===== src/rtl/dtree_feature_sequencer.sv =====
// Feature sequencer for a combinational decision tree: loads six feature bytes,
// lets the tree settle for SETTLE_CYCLES edges, then holds the class until the consumer takes it.
//
//   state     | meaning
//   ----------+-----------------------------------------------------------
//   ST_LOAD   | accepting feature bytes into X0..X5, in_ready high
//   ST_SETTLE | features frozen, down-counting until the tree output is stable
//   ST_HOLD   | res_class captured, res_valid high until res_ready
module dtree_feature_sequencer #(
    parameter int SETTLE_CYCLES = 4
) (
    input  logic       clk,
    input  logic       rst_n,
    input  logic [7:0] in_data,
    input  logic       in_valid,
    input  logic       in_sof,
    output logic       in_ready,
    output logic [7:0] X0,
    output logic [7:0] X1,
    output logic [7:0] X2,
    output logic [7:0] X3,
    output logic [7:0] X4,
    output logic [7:0] X5,
    input  logic [1:0] cls_in,
    output logic [1:0] res_class,
    output logic       res_valid,
    input  logic       res_ready,
    output logic [7:0] frame_cnt,
    output logic       sof_err
);

    localparam logic [1:0] ST_LOAD   = 2'd0;
    localparam logic [1:0] ST_SETTLE = 2'd1;
    localparam logic [1:0] ST_HOLD   = 2'd2;

    // Terminal count is zero, so loading N-1 yields exactly N edges in SETTLE.
    localparam logic [3:0] LP_CNT_LOAD = 4'(SETTLE_CYCLES - 1);

    logic [1:0] r_state;
    logic [2:0] r_idx;
    logic [3:0] r_cnt;
    logic [7:0] r_x [6];
    logic [1:0] r_res_class;
    logic       r_res_valid;
    logic [7:0] r_frame_cnt;
    logic       r_sof_err;

    logic       w_in_ready;
    logic       w_accept;
    logic       w_cnt_done;
    logic       w_handshake;

    assign w_in_ready  = (r_state == ST_LOAD);
    assign w_accept    = in_valid & w_in_ready;
    assign w_cnt_done  = (r_cnt == 4'd0);
    assign w_handshake = r_res_valid & res_ready;

    always_ff @(posedge clk or negedge rst_n) begin
        if (!rst_n) begin
            r_state     <= ST_LOAD;
            r_idx       <= 3'd0;
            r_cnt       <= 4'd0;
            r_res_class <= 2'd0;
            r_res_valid <= 1'b0;
            r_frame_cnt <= 8'd0;
            r_sof_err   <= 1'b0;
        end else begin
            r_sof_err <= 1'b0;
            case (r_state)
                ST_LOAD: begin
                    if (w_accept) begin
                        // A start-of-frame byte always resynchronises, even mid-frame.
                        if (in_sof) begin
                            r_idx     <= 3'd1;
                            r_sof_err <= (r_idx != 3'd0);
                        end else if (r_idx == 3'd5) begin
                            r_idx   <= 3'd0;
                            r_cnt   <= LP_CNT_LOAD;
                            r_state <= ST_SETTLE;
                        end else begin
                            r_idx <= r_idx + 3'd1;
                        end
                    end
                end
                ST_SETTLE: begin
                    if (w_cnt_done) begin
                        r_res_class <= cls_in;
                        r_res_valid <= 1'b1;
                        r_state     <= ST_HOLD;
                    end else begin
                        r_cnt <= r_cnt - 4'd1;
                    end
                end
                ST_HOLD: begin
                    if (w_handshake) begin
                        r_res_valid <= 1'b0;
                        r_frame_cnt <= r_frame_cnt + 8'd1;
                        r_state     <= ST_LOAD;
                    end
                end
                default: begin
                    r_state     <= ST_LOAD;
                    r_idx       <= 3'd0;
                    r_res_valid <= 1'b0;
                end
            endcase
        end
    end

    always_ff @(posedge clk or negedge rst_n) begin
        if (!rst_n) begin
            for (int i = 0; i < 6; i++) begin
                r_x[i] <= 8'd0;
            end
        end else if (w_accept) begin
            if (in_sof) begin
                r_x[0] <= in_data;
            end else begin
                for (int i = 0; i < 6; i++) begin
                    if (r_idx == 3'(i)) begin
                        r_x[i] <= in_data;
                    end
                end
            end
        end
    end

    assign in_ready  = w_in_ready;
    assign X0        = r_x[0];
    assign X1        = r_x[1];
    assign X2        = r_x[2];
    assign X3        = r_x[3];
    assign X4        = r_x[4];
    assign X5        = r_x[5];
    assign res_class = r_res_class;
    assign res_valid = r_res_valid;
    assign frame_cnt = r_frame_cnt;
    assign sof_err   = r_sof_err;

endmodule


===== config.mk =====
export PLATFORM = sky130hd
export DESIGN_NAME = dtree_feature_sequencer
export DESIGN_NICKNAME = d
export VERILOG_FILES = /design/src/rtl/dtree_feature_sequencer.sv
export SDC_FILE = /design/constraint.sdc
export NUM_CORES = 1
export LEC_CHECK = 0
export CORE_ASPECT_RATIO = 0.9
export CORE_MARGIN = 5
export CORE_UTILIZATION = 33
export DETAILED_ROUTE_END_ITERATION = 16
export PLACE_DENSITY = 0.64
export SLEW_MARGIN = 20
export SYNTH_ARGS = -nofsm -noshare
export SYNTH_HDL_FRONTEND = slang
export SYNTH_SLANG_ARGS = --single-unit

===== constraint.sdc =====
create_clock -name clk -period 2.7 [get_ports clk]
set_clock_uncertainty 0.05 [all_clocks]
set_input_delay 0.54 -clock clk [delete_from_list [all_inputs] [get_ports clk]]
set_output_delay 0.54 -clock clk [all_outputs]
set_load 0.05 [all_outputs]

==> out/metrics.yaml, run 1 <==
logic_synthesis:
  syn_nets: 239
  yosysSeqAreaShare_pct: 57.4
  synth_edf_count: 0
  synth.most_common_cell: "dfrtp_1"
  syn_area_um2: 3010
  postSynthCellCount: 216
  synth_area_leader_cell: "dfrtp_1"
  syn_avg_cell_area_um2: 13.9
  synth-async-reset-ratio_pct: 100
  synth_common_cells: "dfrtp_1, mux2_2, mux2_4, inv_1, nand2_1"
  synthTopCellsByArea: "dfrtp_1, mux2_2, mux2_4"
  ys.flop_type: "dfrtp_1"
  yosys_warnings: 0
  synth-seq-cells: 69
  synth_top_area_share_pct: 57.4
  ys_types: 38
timing:
  layout_worst_path_cycle_share_pct: 82.0
  setup_viol: 0
  max_freq_mhz: 451
  relSlewSlack_pct: 51.7
  slew_viol_final: 0
  fin_tns_setup_ps: 0
  min_period_ps: 2220
  worst_slew_pin_slew_ps: 725
  hold_violations: 0
  setup_slack_ps: 485
  rsz0062_at_grt: "no"
route:
  drt_first_pass_iters: 4
  avgViaCountPerCell: 4.65
  drtAntennaViolNets: 0
  via_count: 2023
  totalWireLength_um: 6850
  drtIter0Drc: 67
  drc: 0
  wl_per_cell_um: 15.7
floorplanning:
  die_h_um: 101
  core_area_um2: 9000
  row_count: 33
  start_util_pct: 33.4
  dieWidth_um: 111
  die_area_um2: 11100
  ios: 76
pwr:
  cellLeakagePower_nw: 1.91
  ir_worst_vdd_uv: 656
  p_per_area_nw_per_um2: 1220
  finalPower_mw: 5.11
finish:
  seqCellArea_um2: 1730
  antenna_cells: 0
  drive_above_1_share_pct: 27.5
  synthToLayoutAreaGrowth_pct: 39.0
  nets: 331
  fill_cells: 827
  utilization_pct: 46.5
  multiInputGateArea_um2: 1210
outcome:
  status: "finished clean"
placed_design:
  place_congestion: 0.717
  port_buffers: 75
  dpl.hpwl_um: 5020
  pre_cts_slack_ps: 227
clocking:
  clk_pin_slew_ps: 80
  clk_latency_ps: 340
  h-tree-depth: 3
  clock_sinks: 69
  cts_resized: 0
  cts_setup_buffers: 0
  cts_tree: "yes"
  root_buffer: "clkbuf_8"
  numCtsBuffers: 9
  cts_hold_buf: 0
  cts_buffer_depth: 2
critical_path:
  path_cells: "clkdlybuf4s50_1"
  cp.arrival_ps: 1630
  slowest_stage: "clkdlybuf4s50_1"
  r2r_cells: 6
  r2r-end: "X3[7]$_DFFE_PN0P_"
  cp_max_fo: 5
  r2r_start: "r_state[0]$_DFFE_PN0P_"
  start_kind: "flip-flop"
  cp_num_cells: 1
  max_stage_delay_ps: 840
  worstPathBufferInverterCount: 1
  crit_family: "buffers and inverters"
  cp.required_ps: 2110
  r2r_slack_ps: 630
  worstSetupPathType: "flip-flop to output port"
  worstSetupEndpointType: "output port"
flow_run:
  cap_violations: 0
worst_hold_path:
  worstHoldPathType: "input port to async pin"
global_route:
  antenna_found_initial: 0
  grt_pass1_wl_um: 11400
  grt.total_usage_pct: 12.9
  grt_overflow: 0
  grt_max_degree: 33
  grt_pass1_vias: 2169
## sequential cells by signal, summed over array words and instances (netlist names), 3 cells and up
name       cells
X0             8
X1             8
X2             8
X3             8
X4             8
X5             8
frame_cnt      8
r_cnt          4
r_idx          3
## worst max path at each step
stage	from	end	slack, ps
floorplan	r_state[0]$_DFFE_PN0P_	X1[0]$_DFFE_PN0P_	450
global placement	in_valid	X3[7]$_DFFE_PN0P_	230
detailed placement	in_valid	X3[2]$_DFFE_PN0P_	230
CTS	frame_cnt[2]$_DFFE_PN0P_	frame_cnt[2]	470
global route	frame_cnt[3]$_DFFE_PN0P_	frame_cnt[3]	430
finish	frame_cnt[2]$_DFFE_PN0P_	frame_cnt[2]	480
## cell usage in the layout, fill, tap and decap left out, drive strengths merged, types with 2 or more instances in the layout
| cell type | n |
|---|---|
| dfrtp | 69 |
| clkinv | 2 |
| o211ai | 2 |
| and3 | 2 |
| xnor2 | 6 |
| nor3 | 2 |
| o21ai | 3 |
| a31oi | 5 |
| o22ai | 2 |
| clkdlybuf4s50 | 73 |
| nand3b | 3 |
| clkbuf | 10 |
| a21oi | 8 |
| bufinv | 2 |
| nand2 | 10 |
| inv | 11 |
| or4 | 2 |
| nand3 | 5 |
| ha | 8 |
| nand4 | 3 |
| buf | 13 |
| nor2b | 3 |
| nor2 | 8 |
| mux2 | 51 |
## area by class of cell
class	instances	share of cell area, %
well taps	122	3.65
clock buffers	10	3.29
inverters	10	0.897
repair buffers	86	19.7
clock inverters	6	2.24
flip-flops and latches	69	41.3
multi-input cells	132	28.9
## routing by layer
metal / vias to the layer above / track usage (%) / wire (µm)
met4: 0 / 3.60 / 55
met1: 1014 / 16.5 / 3200
met5: - / 0 / 0
li1: 955 / - / -
met2: 49 / 20.8 / 3270
met3: 5 / 4.50 / 320
## kinds of logic after synthesis
| logic type | Yosys count | share of synthesized area, % |
|---|---|---|
| flops | 69 | 57.4 |
| fa+ha+maj | 8 | 3.33 |
| mux | 51 | 21.1 |
| xor+xnor | 7 | 2.04 |
| compound gates | 24 | 5.53 |
| buf+inv | 15 | 2.45 |
| simple gates | 42 | 8.19 |
## report_power, final
group          switching, mW  internal (mW)
logic                   1.59          0.965
registers              0.230           1.37
clock network          0.409          0.552
## per-stage QoR
stage | std cells | cell area, µm² | hold WS, ps
2_1_floorplan | 216 | 3010 | 194
3_3_place_gp | 419 | 3950 | 414
3_5_place_dp | 419 | 3950 | 422
4_1_cts | 435 | 4180 | 229
5_1_grt | 435 | 4180 | 250
6_report | 435 | 4180 | 204
Power figures use the tool's default switching activity.
==> run 2, diff against run 1 <==
==> constraint.sdc (replaced) <==
create_clock -name clk -period 2.1 [get_ports clk]
set_clock_uncertainty 0.05 [all_clocks]
set_input_delay 0.42 -clock clk [delete_from_list [all_inputs] [get_ports clk]]
set_output_delay 0.42 -clock clk [all_outputs]
set_load 0.05 [all_outputs]
==> run 2 against run 1 <==
Effect of this change:
- setup slack got worse by 410 ps
- non-clock buffer count up 11
- first-iteration DRC count fell by 13%
- cell area rose by 2.5%
- wire length up 0.26%
- utilization rose by 1.2 points
- largest power group unchanged
- via count up 0.84%
- clock-buffer cell count unchanged
==> out/metrics.yaml, run 2 (same netlist as run 1, synthesis figures left out) <==
critical_path:
  max_stage_delay_ps: 820  # was 840 ps
  cp_max_fo: 3  # was 5
  worstSetupPathType: "flip-flop to output port"  # unchanged
  worstPathBufferInverterCount: 1  # unchanged
  cp.arrival_ps: 1550  # was 1630 ps
  cp.required_ps: 1630  # was 2110 ps
  slowest_stage: "clkdlybuf4s50_1"  # unchanged
  path_cells: "clkdlybuf4s50_1"  # unchanged
  worstSetupEndpointType: "output port"  # unchanged
  crit_family: "buffers and inverters"  # unchanged
  start_kind: "flip-flop"  # unchanged
clocking:
  cts_buffer_depth: 2  # unchanged
  numCtsBuffers: 9  # unchanged
  clk_pin_slew_ps: 80  # about the same
  cts_setup_buffers: 0  # unchanged
  clock_sinks: 69  # unchanged
  cts_tree: "yes"  # unchanged
  h-tree-depth: 3  # unchanged
  clk_latency_ps: 340  # about the same
  root_buffer: "clkbuf_8"  # unchanged
timing:
  layout_worst_path_cycle_share_pct: 96.3
  relSlewSlack_pct: 64.4  # was 51.7%
  hold_violations: 0  # unchanged
  setup_viol: 0  # unchanged
  min_period_ps: 2020
  max_freq_mhz: 494
  slew_viol_final: 0  # unchanged
  rsz0062_at_grt: "no"  # unchanged
  worst_slew_pin_slew_ps: 533  # was 725 ps
finish:
  instances_no_fill: 446  # was 435
  layout_commonest_cell: "dfrtp_1"  # was clkdlybuf4s50_1
  synthToLayoutAreaGrowth_pct: 42.5  # was 39.0%
  drive_above_1_share_pct: 30.6  # was 27.5%
  nets: 342  # was 331
  mostFrequentLayoutCells: "dfrtp_1, clkdlybuf4s50_1, mux2_2, buf_4, mux2_4"  # was clkdlybuf4s50_1, dfrtp_1, mux2_2, mux2_4, buf_4
  fin_area_um2: 4290  # was 4180 µm²
  antenna_cells: 0  # unchanged
floorplanning:
  start_util_pct: 33.4  # unchanged
  die_h_um: 101  # unchanged
  die_area_um2: 11100  # unchanged
  dieWidth_um: 111  # unchanged
  ios: 76  # unchanged
  row_count: 33  # unchanged
  core_area_um2: 9000  # unchanged
pwr:
  p_clk_share_pct: 16.9  # was 18.8%
  power_frac_comb_pct: 52.0  # was 50.0%
  p_per_area_nw_per_um2: 1530  # was 1220 nW/µm²
  switching_share_pct: 43.8  # was 43.6%
  ir_worst_vdd_uv: 730  # was 656 µV
  pwr-share-seq_pct: 31.1  # was 31.3%
  cellLeakagePower_nw: 2.03  # was 1.91 nW
  p_int_mw: 3.70  # was 2.88 mW
  power.net_switching_mw: 2.88  # was 2.23 mW
placed_design:
  placed_area_um2: 4060  # was 3950 µm²
  dpl.hpwl_um: 5090  # was 5020 µm
  port_buffers: 75  # unchanged
  place_inst: 429  # was 419
  place_congestion: 0.768  # was 0.717
global_route:
  antenna_found_initial: 0  # unchanged
  grt_overflow: 0  # unchanged
  grt_max_degree: 46  # was 33
  grt_pass1_vias: 2197  # was 2169
  grt.total_usage_pct: 13.1  # was 12.9%
  grt_pass1_wl_um: 11500  # was 11400 µm
route:
  wl_per_cell_um: 15.4  # was 15.7 µm
  drc: 0  # unchanged
  drt_first_pass_iters: 4  # unchanged
  totalWireLength_um: 6870  # was 6850 µm
  avgViaCountPerCell: 4.57  # was 4.65
  via_count: 2040  # was 2023
  drtIter0Drc: 58  # was 67
  drtAntennaViolNets: 0  # unchanged
worst_hold_path:
  worstHoldPathType: "flip-flop to flip-flop"  # was input port to async pin
flow_run:
  cap_violations: 0  # unchanged
outcome:
  status: "finished clean"  # unchanged
run 2: cell type report:
class,count,area (µm²)
timing repair buffer,97,952
multi-input combinational,132,1210
sequential,69,1730
clock buffer,10,138
clock inverter,6,70.1
inverter,10,37.5
fill,852,4710
tap,122,153
run 2: worst paths after layout:
path                                               start  slack (ps)                  endpoint  cells after the start
worst max-delay path            frame_cnt[6]$_DFFE_PN0P_          80              frame_cnt[6]                      1
worst min-delay path            frame_cnt[7]$_DFFE_PN0P_         440  frame_cnt[7]$_DFFE_PN0P_                      1
worst max register to register    r_state[1]$_DFFE_PN0P_         170         X4[6]$_DFFE_PN0P_                      6
worst min register to register  frame_cnt[7]$_DFFE_PN0P_         440  frame_cnt[7]$_DFFE_PN0P_                      1
max in group asynchronous                          rst_n         770         X0[7]$_DFFE_PN0P_                      4
min in group asynchronous                          rst_n         510         X1[6]$_DFFE_PN0P_                      2
run 2: layer usage:
| layer | vias to the layer above | wire, µm | global-route usage [%] |
|---|---|---|---|
| met5 | - | 0 | 0 |
| met4 | 0 | 72 | 4.26 |
| met2 | 52 | 3180 | 20.4 |
| li1 | 971 | - | - |
| met3 | 7 | 418 | 5.40 |
| met1 | 1010 | 3200 | 16.6 |
run 2: stage by stage:
| stage | util, % | hold slack, ps | setup TNS (ps) | power [mW] | setup slack, ps |
|---|---|---|---|---|---|
| floorplan | - | 74.4 | 0 | 4.26 | 38.9 |
| global placement | 45.1 | 330 | -616 | 5.48 | -37.8 |
| detailed placement | 45.1 | 332 | -1070 | 5.52 | -70.4 |
| CTS | 47.5 | 450 | 0 | 6.68 | 8.77 |
| global route | 47.6 | 479 | 0 | 6.96 | 10.4 |
| finish | 47.6 | 435 | 0 | 6.57 | 76.8 |
run 2: timing repair:
action / 4_1_cts / 5_1_grt
setup endpoints to repair: 1 / 4
pin swaps: 0 / 0
endpoints found under the hold margin: 16 / 0
hold buffers: 1 / 0
resized for setup: 1 / 4
run 2: power by group through the flow:
stage	clock, mW	sequential [mW]	combinational, mW
after floorplan	0	3.18	1.08
after global placement	0	2.07	3.42
after detailed placement	0	2.07	3.45
after CTS	1.16	2.05	3.46
after global routing	1.21	2.12	3.63
final	1.11	2.05	3.42
==> run 3, diff against run 2 <==
--- a/config.mk
+++ b/config.mk
@@ -5,11 +5,13 @@
 export SDC_FILE = /design/constraint.sdc
 export NUM_CORES = 1
 export LEC_CHECK = 0
+export CELL_PAD_IN_SITES_DETAIL_PLACEMENT = 1
+export CELL_PAD_IN_SITES_GLOBAL_PLACEMENT = 1
 export CORE_ASPECT_RATIO = 0.9
 export CORE_MARGIN = 5
 export CORE_UTILIZATION = 33
 export DETAILED_ROUTE_END_ITERATION = 16
-export PLACE_DENSITY = 0.64
+export PLACE_DENSITY = 0.75
 export SLEW_MARGIN = 20
 export SYNTH_ARGS = -nofsm -noshare
 export SYNTH_HDL_FRONTEND = slang
==> constraint.sdc (replaced) <==
create_clock -name clk -period 2.3 [get_ports clk]
set_clock_uncertainty 0.05 [all_clocks]
set_input_delay 0.46 -clock clk [delete_from_list [all_inputs] [get_ports clk]]
set_output_delay 0.46 -clock clk [all_outputs]
set_load 0.05 [all_outputs]
==> run 3 against run 2 <==
Effect of this change:
- total power decreased by 8.4%
- worst hold slack got worse by 370 ps
- cell area decreased by 1.3%
- critical path type unchanged
- highest routed layer unchanged
==> out/metrics.yaml, run 3 (same netlist as run 1, synthesis figures left out) <==
outcome:
  status: "finished clean"  # unchanged
pwr:
  p_int_mw: 3.32  # was 3.70 mW
  ir_worst_vdd_uv: 669  # was 730 µV
  switching_share_pct: 44.8  # was 43.8%
  cellLeakagePower_nw: 1.94  # was 2.03 nW
  power_frac_comb_pct: 52.0  # about the same
  p_clk_share_pct: 16.6  # was 16.9%
  p_per_area_nw_per_um2: 1420  # was 1530 nW/µm²
  pwr-share-seq_pct: 31.5  # was 31.1%
  power.net_switching_mw: 2.70  # was 2.88 mW
global_route:
  grt_pass1_wl_um: 12600  # was 11500 µm
  grtUsageMet1_pct: 17.7  # was 16.6%
  grt_util_met2_pct: 24.3  # was 20.4%
  grt_max_degree: 70  # was 46
  antenna_found_initial: 0  # unchanged
  grt_pass1_vias: 2311  # was 2197
  grt.total_usage_pct: 14.4  # was 13.1%
  grtUsageMet3_pct: 4.44  # was 5.40%
  grt_overflow: 0  # unchanged
  busiest_layer: "met2"  # unchanged
finish:
  mostFrequentLayoutCells: "clkdlybuf4s50_1, dfrtp_1, mux2_2, mux2_4, buf_4"  # was dfrtp_1, clkdlybuf4s50_1, mux2_2, buf_4, mux2_4
  fill_cells: 977  # was 852
  synthToLayoutAreaGrowth_pct: 40.6  # was 42.5%
  drive_above_1_share_pct: 28.8  # was 30.6%
  nets: 337  # was 342
  layout_commonest_cell: "clkdlybuf4s50_1"  # was dfrtp_1
  antenna_cells: 0  # unchanged
placed_design:
  port_buffers: 75  # unchanged
  place_congestion: 0.728  # was 0.768
  dpl.hpwl_um: 5760  # was 5090 µm
  pre_cts_slack_ps: 54.3  # was -70.4 ps
route:
  drc: 0  # unchanged
  drtAntennaViolNets: 0  # unchanged
  avgViaCountPerCell: 4.70  # was 4.57
  drt_first_pass_iters: 4  # unchanged
  drtIter0Drc: 26  # was 58
  totalWireLength_um: 7760  # was 6870 µm
  via_count: 2072  # was 2040
  wl_per_cell_um: 17.6  # was 15.4 µm
critical_path:
  worstSetupEndpointType: "output port"  # unchanged
  worstPathBufferInverterCount: 1  # unchanged
  max_stage_delay_ps: 840  # was 820 ps
  cp_num_cells: 1  # unchanged
  path_cells: "clkdlybuf4s50_1"  # unchanged
  worstSetupPathType: "flip-flop to output port"  # unchanged
  crit_family: "buffers and inverters"  # unchanged
  r2r_cells: 6  # unchanged
  cp.required_ps: 1790  # was 1630 ps
  start_kind: "flip-flop"  # unchanged
  slowest_stage: "clkdlybuf4s50_1"  # unchanged
  cp_max_fo: 5  # was 3
  cp.arrival_ps: 1630  # was 1550 ps
timing:
  slew_viol_final: 0  # unchanged
  hold_violations: 0  # unchanged
  min_period_ps: 2140
  layout_worst_path_cycle_share_pct: 93.0
  max_freq_mhz: 468
  setup_slack_ps: 161  # was 76.8 ps
  worst_slew_pin_slew_ps: 527  # was 533 ps
  hold_slack_ps: 68.9  # was 435 ps
  fin_tns_setup_ps: 0  # unchanged
  rsz0062_at_grt: "no"  # unchanged
  relSlewSlack_pct: 64.7  # was 64.4%
  setup_viol: 0  # unchanged
clocking:
  clk_latency_ps: 350  # was 340 ps
  clock_sinks: 69  # unchanged
  cts_hold_buf: 0  # was 1
  root_buffer: "clkbuf_8"  # unchanged
  cts_resized: 0  # was 1
  h-tree-depth: 3  # unchanged
  cts_setup_buffers: 0  # unchanged
  numCtsBuffers: 9  # unchanged
  cts_tree: "yes"  # unchanged
  clk_pin_slew_ps: 80  # about the same
  cts_buffer_depth: 2  # unchanged
floorplanning:
  start_util_pct: 33.4  # unchanged
  die_area_um2: 11100  # unchanged
  ios: 76  # unchanged
  dieWidth_um: 111  # unchanged
  core_area_um2: 9000  # unchanged
  row_count: 33  # unchanged
  die_h_um: 101  # unchanged
flow_run:
  cap_violations: 0  # unchanged
worst_hold_path:
  worstHoldPathType: "input port to async pin"  # was flip-flop to flip-flop
-- run 3: cell count changes in the layout (fill, tap and decap cells not counted), sizes merged, moves of 2 or more --
cell / before / now
buf: 25 / 19
clkdlybuf4s50: 66 / 73
clkinv: 1 / 4
clkinvlp: 3 / 1
dlymetal6s2s: 4 / 0
-- run 3: final timing paths --
check                      slack [ps]                     start                  endpoint
hold reg to reg                   460         X3[7]$_DFFE_PN0P_         X3[7]$_DFFE_PN0P_
setup reg to reg                  230    r_state[1]$_DFFE_PN0P_         X4[0]$_DFFE_PN0P_
max in group asynchronous        1810                     rst_n  res_class[0]$_DFFE_PN0P_
min in group clk                  460         X3[7]$_DFFE_PN0P_         X3[7]$_DFFE_PN0P_
setup / recovery                  160  frame_cnt[2]$_DFFE_PN0P_              frame_cnt[2]
hold / removal                     70                     rst_n    r_state[0]$_DFFE_PN0P_
-- run 3: layout make-up --
type / count / area [µm²] / area share (%)
Timing Repair Buffer: 92 / 908 / 21.5
Multi-Input combinational cell: 132 / 1210 / 28.6
Inverter: 10 / 37.5 / 0.887
Tap cell: 122 / 153 / 3.61
Clock buffer: 9 / 124 / 2.93
Sequential cell: 69 / 1730 / 40.8
Clock inverter: 7 / 73.8 / 1.74
-- run 3: routing by layer --
metal  wire, µm  up-vias
met1       3420     1040
met4        116        0
met5          0        -
met2       3840       53
li1           -      967
met3        387       12
-- run 3: power groups by stage --
stage,sequential (mW),combinational [mW],clock [mW]
floorplan,2.90,0.972,0
global placement,1.90,3.08,0
detailed placement,1.92,3.16,0
CTS,1.90,3.17,1.03
global route,1.95,3.31,1.08
finish,1.89,3.13,0.997
-- run 3: through the flow --
step / cells / power [mW] / area, µm² / utilization, %
floorplan: 216 / 3.88 / 3010 / -
CTS: 441 / 6.10 / 4230 / 47.0
detailed placement: 425 / 5.08 / 4030 / 44.8
finish: 441 / 6.02 / 4230 / 47.0
global route: 441 / 6.34 / 4230 / 47.0
global placement: 425 / 4.97 / 4030 / 44.8
